$ cat src/rtl/exc_pkg.sv
// ---------------------------------------------------------------------------
// exc_pkg : shared modes, exception kinds, vector offsets and sequencer states
// Rev 1.0
// ---------------------------------------------------------------------------
`default_nettype none

package exc_pkg;

    localparam logic [4:0] MODE_USR = 5'b10000;
    localparam logic [4:0] MODE_FIQ = 5'b10001;
    localparam logic [4:0] MODE_IRQ = 5'b10010;
    localparam logic [4:0] MODE_SVC = 5'b10011;
    localparam logic [4:0] MODE_ABT = 5'b10111;
    localparam logic [4:0] MODE_UND = 5'b11011;

    // Bit positions inside exc_req / exc_ack
    localparam logic [2:0] EXC_SVC  = 3'd0;
    localparam logic [2:0] EXC_UND  = 3'd1;
    localparam logic [2:0] EXC_PABT = 3'd2;
    localparam logic [2:0] EXC_DABT = 3'd3;
    localparam logic [2:0] EXC_IRQ  = 3'd4;
    localparam logic [2:0] EXC_FIQ  = 3'd5;

    localparam logic [7:0] VEC_UND  = 8'h04;
    localparam logic [7:0] VEC_SVC  = 8'h08;
    localparam logic [7:0] VEC_PABT = 8'h0C;
    localparam logic [7:0] VEC_DABT = 8'h10;
    localparam logic [7:0] VEC_IRQ  = 8'h18;
    localparam logic [7:0] VEC_FIQ  = 8'h1C;

    typedef enum logic [2:0] {
        IDLE    = 3'd0,
        SWITCH  = 3'd1,
        SAVE_LR = 3'd2,
        VECTOR  = 3'd3,
        RET     = 3'd4
    } seq_state_t;

    // Modes a return is allowed to restore
    function automatic logic mode_legal(input logic [4:0] m);
        logic ok;
        case (m[3:0])
            4'b0000, 4'b0001, 4'b0010, 4'b0011, 4'b0110,
            4'b0111, 4'b1010, 4'b1011, 4'b1111: ok = 1'b1;
            default:                            ok = 1'b0;
        endcase
        return m[4] & ok;
    endfunction

endpackage

`default_nettype wire

$ cat src/rtl/exc_prio_enc.sv
// ---------------------------------------------------------------------------
// exc_prio_enc : masks IRQ/FIQ and picks the highest-priority exception
// Rev 1.0
// ---------------------------------------------------------------------------
`default_nettype none

module exc_prio_enc
    import exc_pkg::*;
(
    input  logic [5:0] req,
    input  logic       cpsr_i,
    input  logic       cpsr_f,
    output logic       valid,
    output logic [2:0] kind,
    output logic [4:0] mode,
    output logic [7:0] vec_ofs
);

    logic [5:0] masked;

    always_comb begin
        masked  = req & ~{cpsr_f, cpsr_i, 4'b0000};
        valid   = |masked;
        kind    = EXC_SVC;
        mode    = MODE_SVC;
        vec_ofs = VEC_SVC;
        // dabt outranks fiq so a faulting load is never lost behind an interrupt
        if (masked[EXC_DABT]) begin
            kind = EXC_DABT; mode = MODE_ABT; vec_ofs = VEC_DABT;
        end else if (masked[EXC_FIQ]) begin
            kind = EXC_FIQ;  mode = MODE_FIQ; vec_ofs = VEC_FIQ;
        end else if (masked[EXC_IRQ]) begin
            kind = EXC_IRQ;  mode = MODE_IRQ; vec_ofs = VEC_IRQ;
        end else if (masked[EXC_PABT]) begin
            kind = EXC_PABT; mode = MODE_ABT; vec_ofs = VEC_PABT;
        end else if (masked[EXC_UND]) begin
            kind = EXC_UND;  mode = MODE_UND; vec_ofs = VEC_UND;
        end
    end

endmodule

`default_nettype wire

$ cat src/rtl/exception_sequencer.sv
// ---------------------------------------------------------------------------
// exception_sequencer : drives banked register file through exception entry
// and return. Optional EXC_HIVEC_EN adds the hivec input (high vectors).
// Rev 1.0
// ---------------------------------------------------------------------------
`default_nettype none

module exception_sequencer
    import exc_pkg::*;
#(
    parameter logic [4:0]  RESET_MODE  = 5'b10011,
    parameter logic [31:0] DABT_LR_OFS = 32'd8,
    parameter logic [31:0] EXC_LR_OFS  = 32'd4
) (
    input  logic        clk,
    input  logic        rst,
`ifdef EXC_HIVEC_EN
    input  logic        hivec,
`endif
    input  logic [5:0]  exc_req,
    input  logic        cpsr_i,
    input  logic        cpsr_f,
    input  logic [31:0] cur_pc,
    input  logic        ret_req,
    input  logic [4:0]  ret_mode,
    input  logic [31:0] ret_pc,
    output logic [4:0]  mode_out,
    output logic [3:0]  w_addr,
    output logic [31:0] w_data,
    output logic        write_reg,
    output logic        write_pc,
    output logic [31:0] pc_data,
    output logic        busy,
    output logic [5:0]  exc_ack,
    output logic        ret_ack,
    output logic        ret_err
);

    seq_state_t  state;
    logic [2:0]  kind_q;
    logic [31:0] lr_q;
    logic [31:0] vec_q;

    logic        enc_valid;
    logic [2:0]  enc_kind;
    logic [4:0]  enc_mode;
    logic [7:0]  enc_ofs;
    logic [31:0] vec_base;

    exc_prio_enc u_prio (
        .req     (exc_req),
        .cpsr_i  (cpsr_i),
        .cpsr_f  (cpsr_f),
        .valid   (enc_valid),
        .kind    (enc_kind),
        .mode    (enc_mode),
        .vec_ofs (enc_ofs)
    );

`ifdef EXC_HIVEC_EN
    assign vec_base = hivec ? 32'hFFFF_0000 : 32'h0000_0000;
`else
    assign vec_base = 32'h0000_0000;
`endif

    // Outputs are set on entry to a state so each strobe is valid for the
    // whole cycle the sequencer spends in that state.
    always_ff @(posedge clk) begin
        if (rst) begin
            state     <= IDLE;
            kind_q    <= EXC_SVC;
            lr_q      <= '0;
            vec_q     <= '0;
            mode_out  <= RESET_MODE;
            w_addr    <= '0;
            w_data    <= '0;
            pc_data   <= '0;
            write_reg <= 1'b0;
            write_pc  <= 1'b0;
            busy      <= 1'b0;
            exc_ack   <= '0;
            ret_ack   <= 1'b0;
            ret_err   <= 1'b0;
        end else begin
            write_reg <= 1'b0;
            write_pc  <= 1'b0;
            exc_ack   <= '0;
            ret_ack   <= 1'b0;
            ret_err   <= 1'b0;
            case (state)
                IDLE: begin
                    if (enc_valid) begin
                        kind_q   <= enc_kind;
                        lr_q     <= cur_pc + ((enc_kind == EXC_DABT) ? DABT_LR_OFS : EXC_LR_OFS);
                        vec_q    <= vec_base + {24'd0, enc_ofs};
                        mode_out <= enc_mode;
                        busy     <= 1'b1;
                        state    <= SWITCH;
                    end else if (ret_req) begin
                        busy  <= 1'b1;
                        state <= RET;
                        if (mode_legal(ret_mode)) begin
                            mode_out <= ret_mode;
                            write_pc <= 1'b1;
                            pc_data  <= ret_pc;
                            ret_ack  <= 1'b1;
                        end else begin
                            ret_err  <= 1'b1;
                        end
                    end
                end
                SWITCH: begin
                    write_reg <= 1'b1;
                    w_addr    <= 4'd14;
                    w_data    <= lr_q;
                    state     <= SAVE_LR;
                end
                SAVE_LR: begin
                    write_pc <= 1'b1;
                    pc_data  <= vec_q;
                    exc_ack  <= 6'b000001 << kind_q;
                    state    <= VECTOR;
                end
                VECTOR, RET: begin
                    busy  <= 1'b0;
                    state <= IDLE;
                end
                default: begin
                    busy  <= 1'b0;
                    state <= IDLE;
                end
            endcase
        end
    end

endmodule

`default_nettype wire
$ cat config.mk
export PLATFORM = sky130hd
export DESIGN_NAME = exception_sequencer
export DESIGN_NICKNAME = d
export VERILOG_FILES = /design/src/rtl/exc_pkg.sv /design/src/rtl/exc_prio_enc.sv /design/src/rtl/exception_sequencer.sv
export SDC_FILE = /design/constraint.sdc
export NUM_CORES = 1
export LEC_CHECK = 0
export CAP_MARGIN = 20
export CORE_MARGIN = 4
export CORE_UTILIZATION = 45
export CTS_CLUSTER_DIAMETER = 60
export DETAILED_ROUTE_END_ITERATION = 16
export GPL_ROUTABILITY_DRIVEN = 0
export PLACE_DENSITY = 0.76
export SLEW_MARGIN = 0
export SYNTH_ARGS = -nofsm -noshare
export SYNTH_HDL_FRONTEND = slang
export SYNTH_SLANG_ARGS = --single-unit
$ cat constraint.sdc
create_clock -name clk -period 3.2 [get_ports clk]
set_clock_uncertainty 0.05 [all_clocks]
set_input_delay 0.48 -clock clk [delete_from_list [all_inputs] [get_ports clk]]
set_output_delay 0.48 -clock clk [all_outputs]
set_load 0.02 [all_outputs]
Yosys cells after proc, flatten, opt, wreduce, memory -nomap -nowiden
Memory sizes are Yosys's and may differ from the RTL's.
Cells that the tools add are included.
Widths: inputs -> output; s select.

word-level totals
  word-level logic and storage cells = 83
  memory bits (read-only) = 16
  register bits after elaboration = 127
  memories = 1
  output and inout bits = 84
  input bits = 80

memories
  name             words  width  rd ports  clocked after memory_dff  wr ports  RTL line       source
  (no name shown)  16     1      1         0                         0         exc_pkg.sv:42  case (m[3:0])

operators by class
  eq/ne operators = 7
  reductions and logical operators = 13
  bitwise operators = 7
  shift operators = 1
  muxes and demuxes = 39
  add/subtract/negate cells = 1

operators with widths
  operator             number
  $mux 32              3
  $pmux 32 s2          1
  $mux 5               7
  $add 32x4->32        1
  $mux 8               4
  $mux 3               6
  $mux 1               12
  $mux 4               3
  $pmux 3 s3           1
  $reduce_or 9->1      1
  $and 6x6->6          1
  $eq 3x2->1 const B   2
  $ne 2x2->1 const B   3
  $not 6->6            1
  $reduce_bool 2->1    3
  $reduce_or 2->1      3
  $reduce_or 6->1      1
  $shl 1x3->6 const A  1
  $not 1->1            4
  $pmux 1 s2           2
  $reduce_and 2->1     2
  $reduce_and 4->1     1
  $eq 3x1->1 const B   1
  $logic_not 3->1      1
  other kinds (3)      3

Longest topological paths before layout
Gate-level depths: netlist of the first run.

  depth after elaboration = 11
  mapped depth = 9
  gate-level depth less buffers = 8

Hierarchy
Synthesis of the first run repeated with hierarchy kept, for this count alone.

unflattened totals
  cell total of the unflattened synthesis = 609
  area, all modules = 5373.9 sq um

modules (own cells, without submodules)
  module               cells an instance  area each (sq um)  instances  sequential area each (sq um)
  exception_sequencer  580                5175.0             1          2542.4
  exc_prio_enc         29                 198.9              1          0.0

Worst setup path before layout of the first run
OpenSTA, ideal clock, no wires.

  path kind = input to register
  start = input exc_req[3]
  end = register lr_q[29]
  data arrival time = 2.120 ns
  buffers on the path = 2
  cell stages on the path = 8
  required time = 3.059 ns
  path slack = 0.939 ns
  library setup time = 0.091 ns
  cells stage by stage = buf_6 > clkbuf_1 > ha_1 > a21oi_1 > nor2_1 > nand3_1 > or3_1 > a311oi_1

between the ends
  longest elaborated chain between the ends = 5
  elaborated cells on any way between the ends = 7
  classes of those cells = 1 x add/sub; 1 x eq/ne; 2 x mux; 1 x bitwise; 2 x reduce/logical

RTL lines
  what                  RTL line                   source
  start, declared       exception_sequencer.sv:20  input logic [5:0] exc_req,
  $and 6x6->6 *         exc_prio_enc.sv:22         masked = req & ~{cpsr_f, cpsr_i, 4'b0000};
  $mux 3                exc_prio_enc.sv:28         if (masked[EXC_DABT]) begin
  $eq 3x2->1            exception_sequencer.sv:94  lr_q <= cur_pc + ((enc_kind == EXC_DABT) ? DABT_LR_OFS : EXC_LR_OFS);
  $mux 4                exception_sequencer.sv:94
  $add 32x4->32         exception_sequencer.sv:94
  end signal, assigned  exception_sequencer.sv:94
  end, declared         exception_sequencer.sv:41  logic [31:0] lr_q;

Every way passes the cells marked *; elsewhere a longest branch is shown, timed or not.
A chain may end at the register's enable or synchronous reset.

Worst setup path in the final report of the first run
  start = input exc_req[3]
  end = register pc_data[26]

between the ends
  longest elaborated chain between the ends = 4

RTL lines
  what                        RTL line                    source
  $and 6x6->6                 exc_prio_enc.sv:22
  $reduce_or 6->1             exc_prio_enc.sv:23          valid = |masked;
  $ne 2x2->1 (no line)        -
  $reduce_and 4->1 (no line)  -
  end signal, assigned        exception_sequencer.sv:105  pc_data <= ret_pc;
  end signal, assigned        exception_sequencer.sv:120  pc_data <= vec_q;
  end, declared               exception_sequencer.sv:32   output logic [31:0] pc_data,

No other way between the ends.

==> results of run 1 <==
[critical path, stage by stage]
cell	delay, ns
clkdlybuf4s50_1	0.54
or4_4	0.59
nor3_4	0.30
nand4b_1	0.20
nor2_2	0.46
a22o_1	0.24
[Yosys cell counts, types with 6 or more instances]
library cell | count | area share [%]
buf_4 | 6 | 0.91
xnor2_1 | 10 | 1.8
o21ai_0 | 8 | 0.81
nand4_1 | 12 | 1.5
clkbuf_1 | 28 | 2.1
xor2_1 | 15 | 2.7
nand3_1 | 20 | 2.0
a211oi_1 | 27 | 4.1
a22o_1 | 13 | 2.3
nand2_1 | 124 | 9.4
a21oi_1 | 62 | 6.3
nor2_1 | 47 | 3.6
dfxtp_1 | 122 | 49
or3_1 | 7 | 0.88
nor3_1 | 7 | 0.71
nor2b_1 | 8 | 1.0
[per-stage QoR]
stage | area [um2] | hold slack (ns) | worst slack [ns]
2_1_floorplan | 4954 | 0.3821 | 0.9394
3_3_place_gp | 6655 | 0.3881 | 0.3877
3_5_place_dp | 6655 | 0.3926 | 0.2808
4_1_cts | 7197 | 0.2236 | 0.7887
5_1_grt | 7197 | 0.2320 | 0.5974
6_report | 7197 | 0.2467 | 0.7739
[cells in the final DEF, fill, tap and decap left out, types with 12 or more instances in the layout]
| master | instances |
|---|---|
| clkdlybuf4s50_1 | 161 |
| nand2_1 | 124 |
| dfxtp_1 | 122 |
| a21oi_1 | 62 |
| nor2_1 | 46 |
| a211oi_1 | 27 |
| nand3_1 | 20 |
| clkbuf_16 | 16 |
| xor2_1 | 15 |
| a22o_1 | 13 |
| nand4_1 | 12 |
[power by group]
group | leakage (nW) | internal, mW | switching [mW]
sequential | 0.996 | 1.74 | 0.131
clock | 0.246 | 1.03 | 0.707
combinational | 1.30 | 0.466 | 0.638
total | 2.54 | 3.23 | 1.48
[per-layer routing]
metal / vias to the layer above / GRT usage (%) / wire length, um
li1: 2312 / - / -
met1: 2137 / 26.22 / 5887
met2: 146 / 34.83 / 6244
met3: 20 / 4.706 / 791
met4: 0 / 6.010 / 170
met5: - / 0 / 0
[cell families after synthesis]
| kind of cell | synth area share, % |
|---|---|
| other | 0.07570 |
| buffers and inverters | 4.370 |
| XOR/XNOR | 4.420 |
| flip-flops | 49.31 |
| AO/OA/AOI/OAI | 15.31 |
| multiplexers | 0.8588 |
| adder cells (fa/ha/maj) | 0.9093 |
| AND/OR/NAND/NOR | 24.75 |
[worst paths after layout]
check | endpoint | depth (start not counted)
max | pc_data[26] | 6
min | write_pc | 2
max reg2reg | pc_data[26] | 4
min reg2reg | w_data[1] | 2
[area by class of cell]
type,instances,area share [%]
inverter,5,0.2608
sequential,122,33.94
timing repair buffer,173,23.78
tap,140,2.434
clock inverter,14,1.721
multi-input combinational,414,32.06
clock buffer,18,5.807
==> results.ini, run 1 <==
[clock_network]
clk-insertion-delay-late_ns=0.50
ctsHoldBuffers=0
ctsRootBufferMaster=clkbuf_8
numCtsBuffers=17
post_cts_buffers=0
cts_resized=0
cts_tree=built
htreeDepth=4
cts_sinks=122
cts.path.max_buffers=2
clkTransAtPathRegs_ns=0.06

[timing]
setup_violations=0
worstMarginPinSlew_ns=0.7440
rsz0062_at_grt=false
tns_ns=0
slew_headroom_pct=50.40
min_period_ns=2.426
post-route-period-util_pct=75.82
report.final.slew_viol_count=0
hold_viol=0
timing.fmax_mhz=412.2

[die]
dieHeight_um=112.9
start_util_pct=45.90
dieArea_mm2=0.01275
std_cell_rows=38
ios=164
die_w_um=112.9
coreArea_mm2=0.01079

[global_routing]
grt-ovfl-total=0
antenna_found_initial=0
grt_first_pass_wirelength_mm=21.69
grt_max_degree=67
grt_pass1_vias=4574
track_usage_pct=20.55

[min_path]
min_path_type=in -> reg
hp-start=rst

[layout]
finalNonFillerCells=886
antenna_cells=0
fin_util_pct=66.68
area_growth_pct=45.29
multiInputGateArea_mm2=0.002307
final_layout_size_suffix_gt1_share_pct=7.373
seq_area_mm2=0.002442
num-fill-cells=930
nNetsFinal=816
top_regs=lr_q (32), pc_data (32), w_data (32)

[setup_path]
ff2ff_setup_slack_ns=1.15
startpoint_type=primary input
worst-path-max-fanout=14
r2r_start=state[2]
crit_required_ns=3.59
cp.arrival_ns=2.81
crit_type=in -> reg
worstSetupStartpoint=exc_req[3]
end_kind=register

[routing]
wl_per_cell_um=14.78
routed_wl_mm=13.09
drt_first_pass_iters=5
viasPerCell=5.209
drtIter0Drc=185
drc=0
antenna_left=0
vias=4615

[synthesis]
ys.flop_type=dfxtp_1
ys_types=47
netlist_area_mm2=0.004954
synth_edf_count=0
syn-num-nets=665
ys_async_sr_fraction_pct=0
postSynthAreaPerCell_um2=8.511
yosysSeqAreaShare_pct=49.31
synth_seq_cells=122
ys_warn_count=0
syn_inst=582

[placement]
portBuffers=162
hpwl_mm=9.570
dp.cells=854

[power]
p_total_mw=4.707
ir_drop_mv=0.5335
power_density_mw_per_mm2=654.1
power.leakage_nw=2.544

[run_status]
outcome=completed

[run]
drv_cap=0

Power figures use the tool's default switching activity.
==> run 2, diff against run 1 <==
==> constraint.sdc (replaced) <==
create_clock -name clk -period 2.5 [get_ports clk]
set_clock_uncertainty 0.05 [all_clocks]
set_input_delay 0.375 -clock clk [delete_from_list [all_inputs] [get_ports clk]]
set_output_delay 0.375 -clock clk [all_outputs]
set_load 0.02 [all_outputs]
==> results.ini, run 2 (synthesis gave the netlist of run 1 again) <==
[run_status]
outcome=completed

[setup_path]
crit_required_ns=2.86
startpoint_type=primary input
crit_type=in -> reg
cp.arrival_ns=2.42
reg2reg_to=pc_data[10]
r2r_start=state[2]
r2r.worst_path.cells=5
ff2ff_setup_slack_ns=0.56
worst-path-max-fanout=4
end_kind=register
worstSetupStartpoint=exc_req[3]
crit_end=lr_q[28]

[placement]
dp.cells=869
place_area_mm2=0.006793
hpwl_mm=10.02
portBuffers=162

[power]
power.leakage_nw=2.698
p_total_mw=6.545
power_density_mw_per_mm2=878.7
ir_drop_mv=0.5494

[layout]
area_growth_pct=50.37
final_cell_mix=161 x clkdlybuf4s50_1, 124 x nand2_1, 122 x dfxtp_1
final_layout_size_suffix_gt1_share_pct=9.067
nNetsFinal=831
mostFrequentLayoutCell=clkdlybuf4s50_1
top_regs=lr_q (32), pc_data (32), w_data (32)
finalNonFillerCells=901
antenna_cells=0
fin_area_mm2=0.007448

[timing]
timing.fmax_mhz=486.2
slew_headroom_pct=46.71
min_period_ns=2.057
worstMarginPinSlew_ns=0.7932
holdWs_ns=0.2698
rsz0062_at_grt=false
report.final.slew_viol_count=0
setup_violations=0
hold_viol=0
post-route-period-util_pct=82.28

[routing]
viasPerCell=5.244
routed_wl_mm=13.68
wl_met2_mm=6.831
drt_first_pass_iters=5
met3_length_um=865
drc=0
wl_per_cell_um=15.19
vias=4725
drtIter0Drc=284
wl_met1_mm=5.820
top_layer=met4
antenna_left=0

[global_routing]
grt_pass1_vias=4784
antenna_found_initial=0
track_usage_pct=21.48
grt_first_pass_wirelength_mm=22.38
grt-ovfl-total=0
grt_max_degree=42

[clock_network]
cts_resized=0
clkTransAtPathRegs_ns=0.05
cts.path.max_buffers=2
cts_sinks=122
ctsHoldBuffers=0
ctsRootBufferMaster=clkbuf_8
clk-insertion-delay-late_ns=0.50
htreeDepth=4
cts_tree=built
numCtsBuffers=17
post_cts_buffers=0

[min_path]
min_path_type=in -> reg
hold_depth=2

[die]
start_util_pct=45.90
std_cell_rows=38
dieHeight_um=112.9
die_w_um=112.9
ios=164
coreArea_mm2=0.01079
dieArea_mm2=0.01275

[run]
drv_cap=0

## run 2: changes by cell type in the layout (fill, tap and decap cells not counted)
| cell | change |
|---|---|
| buf_4 | +13 |
| clkinvlp_4 | -6 |
| bufinv_16 | +5 |
| buf_12 | +2 |
| inv_6 | -2 |
| clkbuf_1 | +1 |
| clkbuf_8 | +1 |
| clkinv_4 | +1 |
## run 2: critical path, stage by stage
cell and delay (ns):
clkdlybuf4s50_1 0.48, inv_1 0.11, ha_1 0.18, fa_1 0.26
inv_1 0.06, nor2_1 0.19, nand3_1 0.16, or3_1 0.37
a311oi_1 0.24
## run 2: cell type report
class | count | area (um2)
fill | 872 | 3344
sequential | 122 | 2442
multi-input combinational | 414 | 2307
timing repair buffer | 188 | 1849
clock buffer | 20 | 435.4
clock inverter | 12 | 220.2
tap | 140 | 175.2
inverter | 5 | 18.77
## run 2: worst min path at each step
stage / slack [ns] / endpoint / from
after floorplan: 0.38 / vec_q[2] / vec_q[2]
after global placement: 0.39 / pc_data[19] / pc_data[19]
after detailed placement: 0.39 / pc_data[0] / pc_data[0]
after CTS: 0.25 / w_data[27] / rst
after global routing: 0.27 / w_data[27] / rst
final: 0.27 / w_data[0] / rst
## run 2: power by group
group / total [mW] / leakage, nW / internal (mW) / switching, mW
logic: 1.48 / 1.38 / 0.641 / 0.841
registers: 2.39 / 0.996 / 2.22 / 0.170
clock network: 2.67 / 0.319 / 1.84 / 0.826
total: 6.55 / 2.70 / 4.71 / 1.84
## run 2: metrics by stage
step / utilization [%] / worst slack [ns] / setup TNS, ns
CTS: 69.01 / 0.4816 / 0
global placement: 62.94 / 0.009796 / 0
floorplan: - / 0.3444 / 0
finish: 69.01 / 0.4431 / 0
detailed placement: 62.94 / -0.05421 / -0.1174
global route: 69.01 / 0.3013 / 0
## run 2: metal layers
metal  up-vias  GRT usage [%]
li1       2347              -
met4         0          7.131
met3        18          5.936
met1      2204          25.09
met2       156          37.95
met5         -              0
